`config.mk`:
```
export PLATFORM = sky130hd
export DESIGN_NAME = program_loader
export DESIGN_NICKNAME = d
export VERILOG_FILES = /design/src/rtl/program_loader.sv
export SDC_FILE = /design/constraint.sdc
export NUM_CORES = 1
export LEC_CHECK = 0
export BUFFER_PORTS_ARGS = -buffer_cell sky130_fd_sc_hd__clkbuf_2
export CAP_MARGIN = 20
export CORE_ASPECT_RATIO = 1.2
export CORE_MARGIN = 10
export CORE_UTILIZATION = 35
export CTS_CLUSTER_SIZE = 12
export DETAILED_ROUTE_END_ITERATION = 8
export REMOVE_ABC_BUFFERS = 1
export SLEW_MARGIN = 20
export SYNTH_ARGS = -nofsm -noshare
export SYNTH_HDL_FRONTEND = slang
export SYNTH_SLANG_ARGS = --single-unit
```
`constraint.sdc`:
```
create_clock -name clk -period 4.25 [get_ports clk]
set_input_delay 0.2125 -clock clk [delete_from_list [all_inputs] [get_ports clk]]
set_output_delay 0.2125 -clock clk [all_outputs]
set_load 0.05 [all_outputs]
```
`src/rtl/program_loader.sv`:
```
// program_loader: streams a program into instruction memory, verifies its additive checksum, then releases core reset.
module program_loader #(
    parameter int DEPTH = 64,
    parameter int AW    = 6
) (
    input  logic          clk,
    input  logic          rst,
    input  logic          start,
    input  logic [AW:0]   len,
    input  logic          s_valid,
    input  logic [31:0]   s_data,
    output logic          s_ready,
    output logic          imem_we,
    output logic [AW-1:0] imem_addr,
    output logic [31:0]   imem_wdata,
    output logic          core_rst,
    output logic          busy,
    output logic          done,
    output logic          error,
    output logic [AW:0]   word_count
);
    typedef enum logic [2:0] {IDLE, LOAD, CHECK, RUN, ERROR} state_t;
    localparam logic [AW:0] ONE     = 1;
    localparam logic [AW:0] MAX_LEN = (AW+1)'(DEPTH);
    state_t      state;
    logic [AW:0] len_q;
    logic [31:0] checksum;
    logic        xfer;
    logic        len_ok;
    logic [AW:0] wc_next;
    assign xfer     = s_valid && s_ready;
    assign len_ok   = (len != '0) && (len <= MAX_LEN);
    assign wc_next  = word_count + ONE;
    assign s_ready  = (state == LOAD) || (state == CHECK);
    assign busy     = s_ready;
    assign done     = state == RUN;
    assign error    = state == ERROR;
    assign core_rst = state != RUN;
    always_ff @(posedge clk or posedge rst) begin
        if (rst) begin
            state      <= IDLE;
            len_q      <= '0;
            checksum   <= '0;
            word_count <= '0;
            imem_we    <= 1'b0;
            imem_addr  <= '0;
            imem_wdata <= '0;
        end else begin
            imem_we <= 1'b0;
            case (state)
                IDLE, RUN, ERROR: begin
                    // word_count is kept on a rejected start so the last load stays visible
                    if (start && len_ok) begin
                        state      <= LOAD;
                        len_q      <= len;
                        word_count <= '0;
                        checksum   <= '0;
                    end else if (start) begin
                        state <= ERROR;
                    end
                end
                LOAD: if (xfer) begin
                    imem_we    <= 1'b1;
                    imem_addr  <= word_count[AW-1:0];
                    imem_wdata <= s_data;
                    word_count <= wc_next;
                    checksum   <= checksum + s_data;
                    if (wc_next == len_q) state <= CHECK;
                end
                CHECK: if (xfer) state <= (s_data == checksum) ? RUN : ERROR;
                default: state <= IDLE;
            endcase
        end
    end
endmodule

```
==> summary.txt, run 1 <==
Critical path
  – Slowest stage cell, crit path: fa_1
  – CP bufs+invs: 1
  – Critical Path Start Type: flip-flop
  – CP startpoint: checksum[0]$_DFFE_PP0P_
  – CP arrival: 3.01 ns
  – Worst-path cell chain: ha_1, inv_1, fa_1, nor2b_1, o21ai_2, a21boi_1, o21a_1, o21a_1, o31a_2, o2111ai_2, a21o_1, a32o_1
  – Crit-path most repeated cell: o21a_1
  – Slowest cell delay on critical path: 0.40 ns
  – Required time of the worst setup path: 4.49 ns
  – CP endpoint kind: flip-flop
  – Critical path's top delay family: compound AO/OA/AOI/OAI gates
  – RR Startpoint: checksum[0]$_DFFE_PP0P_
  – Kind of critical path: flip-flop to flip-flop
  – Crit Path Max Fanout: 7

Logic synthesis
  – Most common cell in the netlist: nand2_1
  – Ys flop type: dfrtp_1
  – Post-synthesis cell type count: 69
  – Top cell type's share of synthesized area: 0.4071
  – Mapped Cells: between 600 and 700
  – Synth Cell Area: approximately 5400 sq um
  – Yosys top cell by area: dfrtp_1
  – Synth warn: 0
  – Average size of a mapped cell: roughly 8.8 sq um
  – Share of synthesized registers carrying an async set or reset: 1.000
  – Post-synth EDFFs: 0
  – Top post-synthesis cells by area: dfrtp_1, nand2_1, ha_1
  – Sequential fraction of the synthesis area: 0.4071
  – Synthesized flop and latch total: between 80 and 90
  – Top cells by count, synth: nand2_1, dfrtp_1, ha_1, a21oi_1, xnor2_1

Global route
  – M2 GR Usage: 0.2370
  – Met1 Use GR: 0.1697
  – GRT Util Overall: 0.1398
  – GRT busiest layer: met2
  – Vias in the first global route: 4669
  – GR met3 Demand/Resource: 0.03125
  – First-pass GRT wire length: 23.94 mm
  – Initial antenna violation count: 0
  – Largest net degree at the start of global routing: between 90 and 100
  – Grt ovf: 0

Clock tree
  – Clock slew at reported path FFs: roughly 0.070 ns
  – Max Buffers Root-to-Sink: 2
  – H-tree depth: 3
  – Clock sinks: 88
  – Setup bufs post-CTS: 0
  – Clk root buf: clkbuf_16
  – CTS Hold Buffers Added: 0
  – Post-CTS sizing: 0
  – CTS tree: done
  – Worst-Skew Late Latency: between 0.3 and 0.4 ns
  – Number of buffers created by CTS: 9

STA
  – Setup TNS: 0 ns
  – Skew final: 0.01239 ns
  – Max-slew violations: 0
  – Final hold violation count: 53
  – Tightest Pin Transition: between 1 and 1.5 ns
  – Crit share post-route: 0.6520
  – Final hold slack: -0.02308 ns
  – Normalized max-slew margin: 0.3239
  – Final critical-path required period: approximately 2.8 ns
  – Final setup violation count: 0
  – RSZ-0062 raised after global routing: no
  – Max Clk Rate: 0.3609 GHz

Hold path
  – Hold Crit Class: input pin to async pin

Finish
  – Area growth syn-to-layout: 17.07%
  – Finished Layout Cells: 900
  – Layout cell share with drive strength beyond 1: 0.2112
  – Final Util: 0.4199
  – Ant. Diodes: 0
  – Layout net count: about 770
  – Fillers: ~1500

Die
  – Die Width: 133.5 um
  – Die Y-Extent: about 160 um
  – Rows: 49
  – Starting Density: 0.3586
  – Core footprint: ~15000 sq um
  – Die area: between 20000 and 25000 sq um
  – Num ports: 94

Power and ir drop
  – Pwr Total: ~3.6 mW
  – Peak VDD IR: between 0.2 and 0.25 mV
  – Pwr dens: 575.6 nW/um^2
  – Leakage: ~3.1 nW

Detailed routing
  – Vias: 4626
  – Residual DRC: 0
  – Number of DRC markers in iteration 0: 300
  – Via density: 5.140
  – Initial DRT Pass Iterations: 5
  – Drt total wl: about 14 mm
  – Drt wl/cell: roughly 16 um
  – Detail Route Antenna Nets: 0

Flow run
  – Number of max-cap violations: 0

Placement
  – DP HPWL: roughly 11 mm
  – PortBufs: 93
  – GP Congestion: 0.8684
  – Placed Instances: 884

Run status
  – Outcome: finished with violations
  – Failing checks: negative hold slack
-- cells in the final DEF (no fill, tap or decap), types with 2 or more instances in the layout --
master,count
o2111ai_2,2
o211ai_1,6
and4_1,2
inv_1,16
mux2_4,7
nor4_1,8
o31ai_1,6
nor2b_1,4
a21oi_1,29
a21o_1,12
o21bai_1,5
o21ai_1,17
o22a_1,2
and3_1,9
nand3_1,16
inv_6,3
o21ai_2,3
o21ai_0,14
nand4_1,2
clkbuf_16,9
xor2_1,17
nor2_1,20
clkinv_4,2
xnor2_1,21
o31ai_2,2
o22ai_1,20
ha_1,32
mux2i_1,2
buf_4,4
nand2b_1,3
dfrtp_1,88
or2_2,2
clkbuf_2,93
nand2_1,166
nor3_1,8
a31oi_1,3
o21a_1,3
or4_1,2
and2_1,2
-- cell families (layout without fill, tap and decap cells) --
kind of cell	after synthesis	count (layout)	synth area share
DFF	88	88	0.4071
xor gates and xnor gates	38	38	0.06153
AOI/OAI and AO/OA	142	142	0.1818
muxes	10	10	0.02521
and+or+nand+nor	254	254	0.2082
buffers and inverters	48	131	0.03840
adders and majority gates	33	33	0.07772
-- path summary, 6_finish.rpt --
kind / end / slack [ns] / cells after the start
setup / recovery: checksum[24]$_DFFE_PP0P_ / 1.48 / 12
hold / removal: imem_wdata[8]$_DFFE_PP0P_ / -0.02 / 2
setup reg to reg: checksum[24]$_DFFE_PP0P_ / 1.48 / 12
hold reg to reg: imem_wdata[21]$_DFFE_PP0P_ / 0.47 / 2
max in group asynchronous: checksum[24]$_DFFE_PP0P_ / 3.38 / 3
min in group clk: imem_wdata[3]$_DFFE_PP0P_ / 0.08 / 3
-- through the flow --
| stage | setup slack [ns] | area [sq um] |
|---|---|---|
| after detailed placement | 1.530 | 6021 |
| after global placement | 1.579 | 6021 |
| after global routing | 1.231 | 6332 |
| after CTS | 1.529 | 6331 |
| final | 1.479 | 6332 |
| after floorplan | -0.2096 | 5269 |
-- routing by layer --
| metal | vias up | wire length, um |
|---|---|---|
| li1 | 2295 | - |
| met4 | 0 | 246 |
| met3 | 19 | 763 |
| met5 | - | 0 |
| met2 | 132 | 6999 |
| met1 | 2180 | 6418 |
-- layout make-up --
type / instances / area, sq um / share of cell area
Clock inverter: 7 / 85.08 / 0.01344
Multi-Input combinational cell: 477 / 2999 / 0.4736
Clock buffer: 9 / 225.2 / 0.03557
Timing Repair Buffer: 97 / 495.5 / 0.07825
Tap cell: 204 / 255.2 / 0.04031
Inverter: 18 / 70.07 / 0.01107
Sequential cell: 88 / 2202 / 0.3478
-- registers in the layout, indices dropped and copies added (netlist names) --
name and count:
imem_addr 6, checksum 32, word_count 7, len_q 7
state 3, imem_wdata 32, imem_we 1
-- report_power, final --
group | switching [mW] | total, mW | internal, mW
Sequential | 0.139 | 1.20 | 1.06
Combinational | 1.14 | 1.60 | 0.461
Clock | 0.372 | 0.840 | 0.468
Total | 1.65 | 3.64 | 1.99
Note: power is estimated with default switching activity, not from simulation.
==> inputs of run 2 (changes only) <==
==> constraint.sdc (replaced) <==
create_clock -name clk -period 2.8 [get_ports clk]
set_input_delay 0.14 -clock clk [delete_from_list [all_inputs] [get_ports clk]]
set_output_delay 0.14 -clock clk [all_outputs]
set_load 0.05 [all_outputs]
==> run 2 against run 1 <==
Effect of this change:
- the flow now finishes without violations
- sequential power rose by 52%
- clock skew fell by 0.0055 ns
- total power rose by 52%
- global-route usage barely moved
- first-iteration DRC count rose by 8.7%
- critical endpoint is now checksum[25]$_DFFE_PP0P_
==> summary.txt, run 2 (synthesized netlist as in run 1, its figures left out) <==
Run status
  – Outcome: finished clean

Placement
  – PortBufs: 93
  – DP HPWL: between 10 and 15 mm
  – Placed Area: approximately 6100 sq um
  – GP Congestion: 0.9075

Critical path
  – CP arrival: 2.88 ns
  – CP endpoint kind: flip-flop
  – Slowest cell delay on critical path: 0.54 ns
  – Worst r2r dst: checksum[31]$_DFFE_PP0P_
  – Slowest stage cell, crit path: dlygate4sd3_1
  – Crit Path Max Fanout: 4
  – CP bufs+invs: 2
  – Critical path's top delay family: compound AO/OA/AOI/OAI gates
  – Flop-to-flop setup slack: approximately 0.14 ns
  – Critical Path Start Type: input pin
  – Crit-path most repeated cell: o21ai_2
  – Worst-path cell chain: dlygate4sd3_1, clkbuf_2, ha_1, o211ai_1, o21ai_2, a31o_4, a21oi_4, o31ai_2, a311oi_2, o21ai_2, xnor2_1, o21ai_1
  – Required time of the worst setup path: roughly 3 ns
  – Kind of critical path: input pin to flip-flop
  – RR Startpoint: checksum[1]$_DFFE_PP0P_
  – Critical path depth in cells: 12
  – Worst R2R Path Depth: 10

Detailed routing
  – Vias: approximately 4700
  – Number of DRC markers in iteration 0: approximately 330
  – Drt wl/cell: around 16 um
  – Via density: between 5 and 6
  – Initial DRT Pass Iterations: 7
  – Drt total wl: 14.48 mm
  – Detail Route Antenna Nets: 0
  – Residual DRC: 0

STA
  – Tightest Pin Transition: 1.018 ns
  – Final hold violation count: 0
  – Final hold slack: 0.006794 ns
  – Max-slew violations: 0
  – Skew final: between 0.006 and 0.007 ns
  – Crit share post-route: 0.9549
  – Max Clk Rate: between 0.3 and 0.4 GHz
  – Normalized max-slew margin: 0.3214
  – Final critical-path required period: 2.674 ns
  – Setup TNS: 0 ns
  – Final setup violation count: 0
  – RSZ-0062 raised after global routing: no

Hold path
  – Hold EP: imem_wdata[8]$_DFFE_PP0P_
  – Hold Crit Class: input pin to flip-flop
  – Hold path startpoint: s_data[8]
  – Hold path depth: 3

Die
  – Core footprint: 15080 sq um
  – Die Width: 133.5 um
  – Num ports: 94
  – Die Y-Extent: about 160 um
  – Die area: about 21000 sq um
  – Rows: between 40 and 50
  – Starting Density: 0.3586

Clock tree
  – H-tree depth: 3
  – Clock sinks: 88
  – Clock slew at reported path FFs: approximately 0.070 ns
  – Setup bufs post-CTS: 0
  – CTS tree: done
  – Max Buffers Root-to-Sink: 2
  – Clk root buf: clkbuf_16
  – Worst-Skew Late Latency: 0.36 ns
  – Number of buffers created by CTS: 9

Global route
  – GRT Util Overall: 0.1400
  – Largest net degree at the start of global routing: between 90 and 100
  – First-pass GRT wire length: between 20 and 25 mm
  – Grt ovf: 0
  – Initial antenna violation count: 0
  – Vias in the first global route: just under 5000

Finish
  – Fin area: 6482 sq um
  – Most common cell after layout, fill and taps aside: nand2_1
  – Ant. Diodes: 0
  – Multi-input logic area: just over 3000 sq um
  – Top flop regs: checksum: 32 flops, imem_wdata: 32 flops
  – Area growth syn-to-layout: 19.85%
  – FF/Latch Area: roughly 2200 sq um
  – Most frequent cells in the layout: nand2_1, clkbuf_2, dfrtp_1
  – Layout net count: approximately 800
  – Fillers: around 1500
  – Layout cell share with drive strength beyond 1: 0.2218

Power and ir drop
  – Peak VDD IR: 0.3996 mV
  – Pwr Total: between 5 and 6 mW
  – Pwr dens: ~860 nW/um^2
  – Leakage: between 3 and 4 nW

Flow run
  – Number of max-cap violations: 0
[run 2: cell count changes in the layout (fill, tap and decap cells not counted), moves of 2 or more]
| cell | delta |
|---|---|
| inv_6 | -2 |
| dlygate4sd3_1 | +7 |
| buf_4 | +4 |
| clkinv_2 | +2 |
[run 2: tightest hold or removal path, cell delays in order]
cell and delay, ns:
clkbuf_2 0.10, nand2_1 0.05, nand2_1 0.05
[run 2: layout make-up]
class,instances,share of cell area
clock buffers,9,0.03474
repair buffers,109,0.09496
flip-flops and latches,88,0.3397
clock inverters,7,0.01235
inverters,18,0.01062
well taps,204,0.03937
multi-input cells,477,0.4682
[run 2: power breakdown]
group	internal (mW)	total (mW)	switching (mW)
Clock	0.702	1.25	0.548
Sequential	1.62	1.82	0.208
Combinational	0.723	2.47	1.75
Total	3.04	5.55	2.51
[run 2: stage by stage]
step,setup WS [ns],util,instances
finish,0.1262,0.4298,912
global route,0.0006395,0.4298,912
CTS,0.05791,0.4274,912
detailed placement,0.07837,0.4025,889
global placement,0.1614,0.4025,889
floorplan,-1.660,-,583
[run 2: repair_timing]
item	4_1_cts	5_1_grt
endpoints found under the hold margin	21	0
hold buffers	7	0
gates resized for setup	0	7
setup endpoints to repair	0	6
[run 2: worst max path at each step]
stage | slack, ns | startpoint | end
4_1_cts | 0.06 | checksum[0]$_DFFE_PP0P_ | checksum[24]$_DFFE_PP0P_
6_report | 0.13 | s_data[3] | checksum[25]$_DFFE_PP0P_
3_3_place_gp | 0.16 | checksum[0]$_DFFE_PP0P_ | checksum[24]$_DFFE_PP0P_
5_1_grt | 0.0006 | checksum[0]$_DFFE_PP0P_ | checksum[24]$_DFFE_PP0P_
2_1_floorplan | -1.66 | state[1]$_DFFE_PP0P_ | word_count[4]$_DFFE_PP0P_
3_5_place_dp | 0.08 | checksum[0]$_DFFE_PP0P_ | checksum[24]$_DFFE_PP0P_
[run 2: layer usage]
metal	part of all wire	track usage
met5	0	0
met4	0.020	0.06175
met3	0.048	0.02481
met2	0.48	0.2398
met1	0.45	0.1681
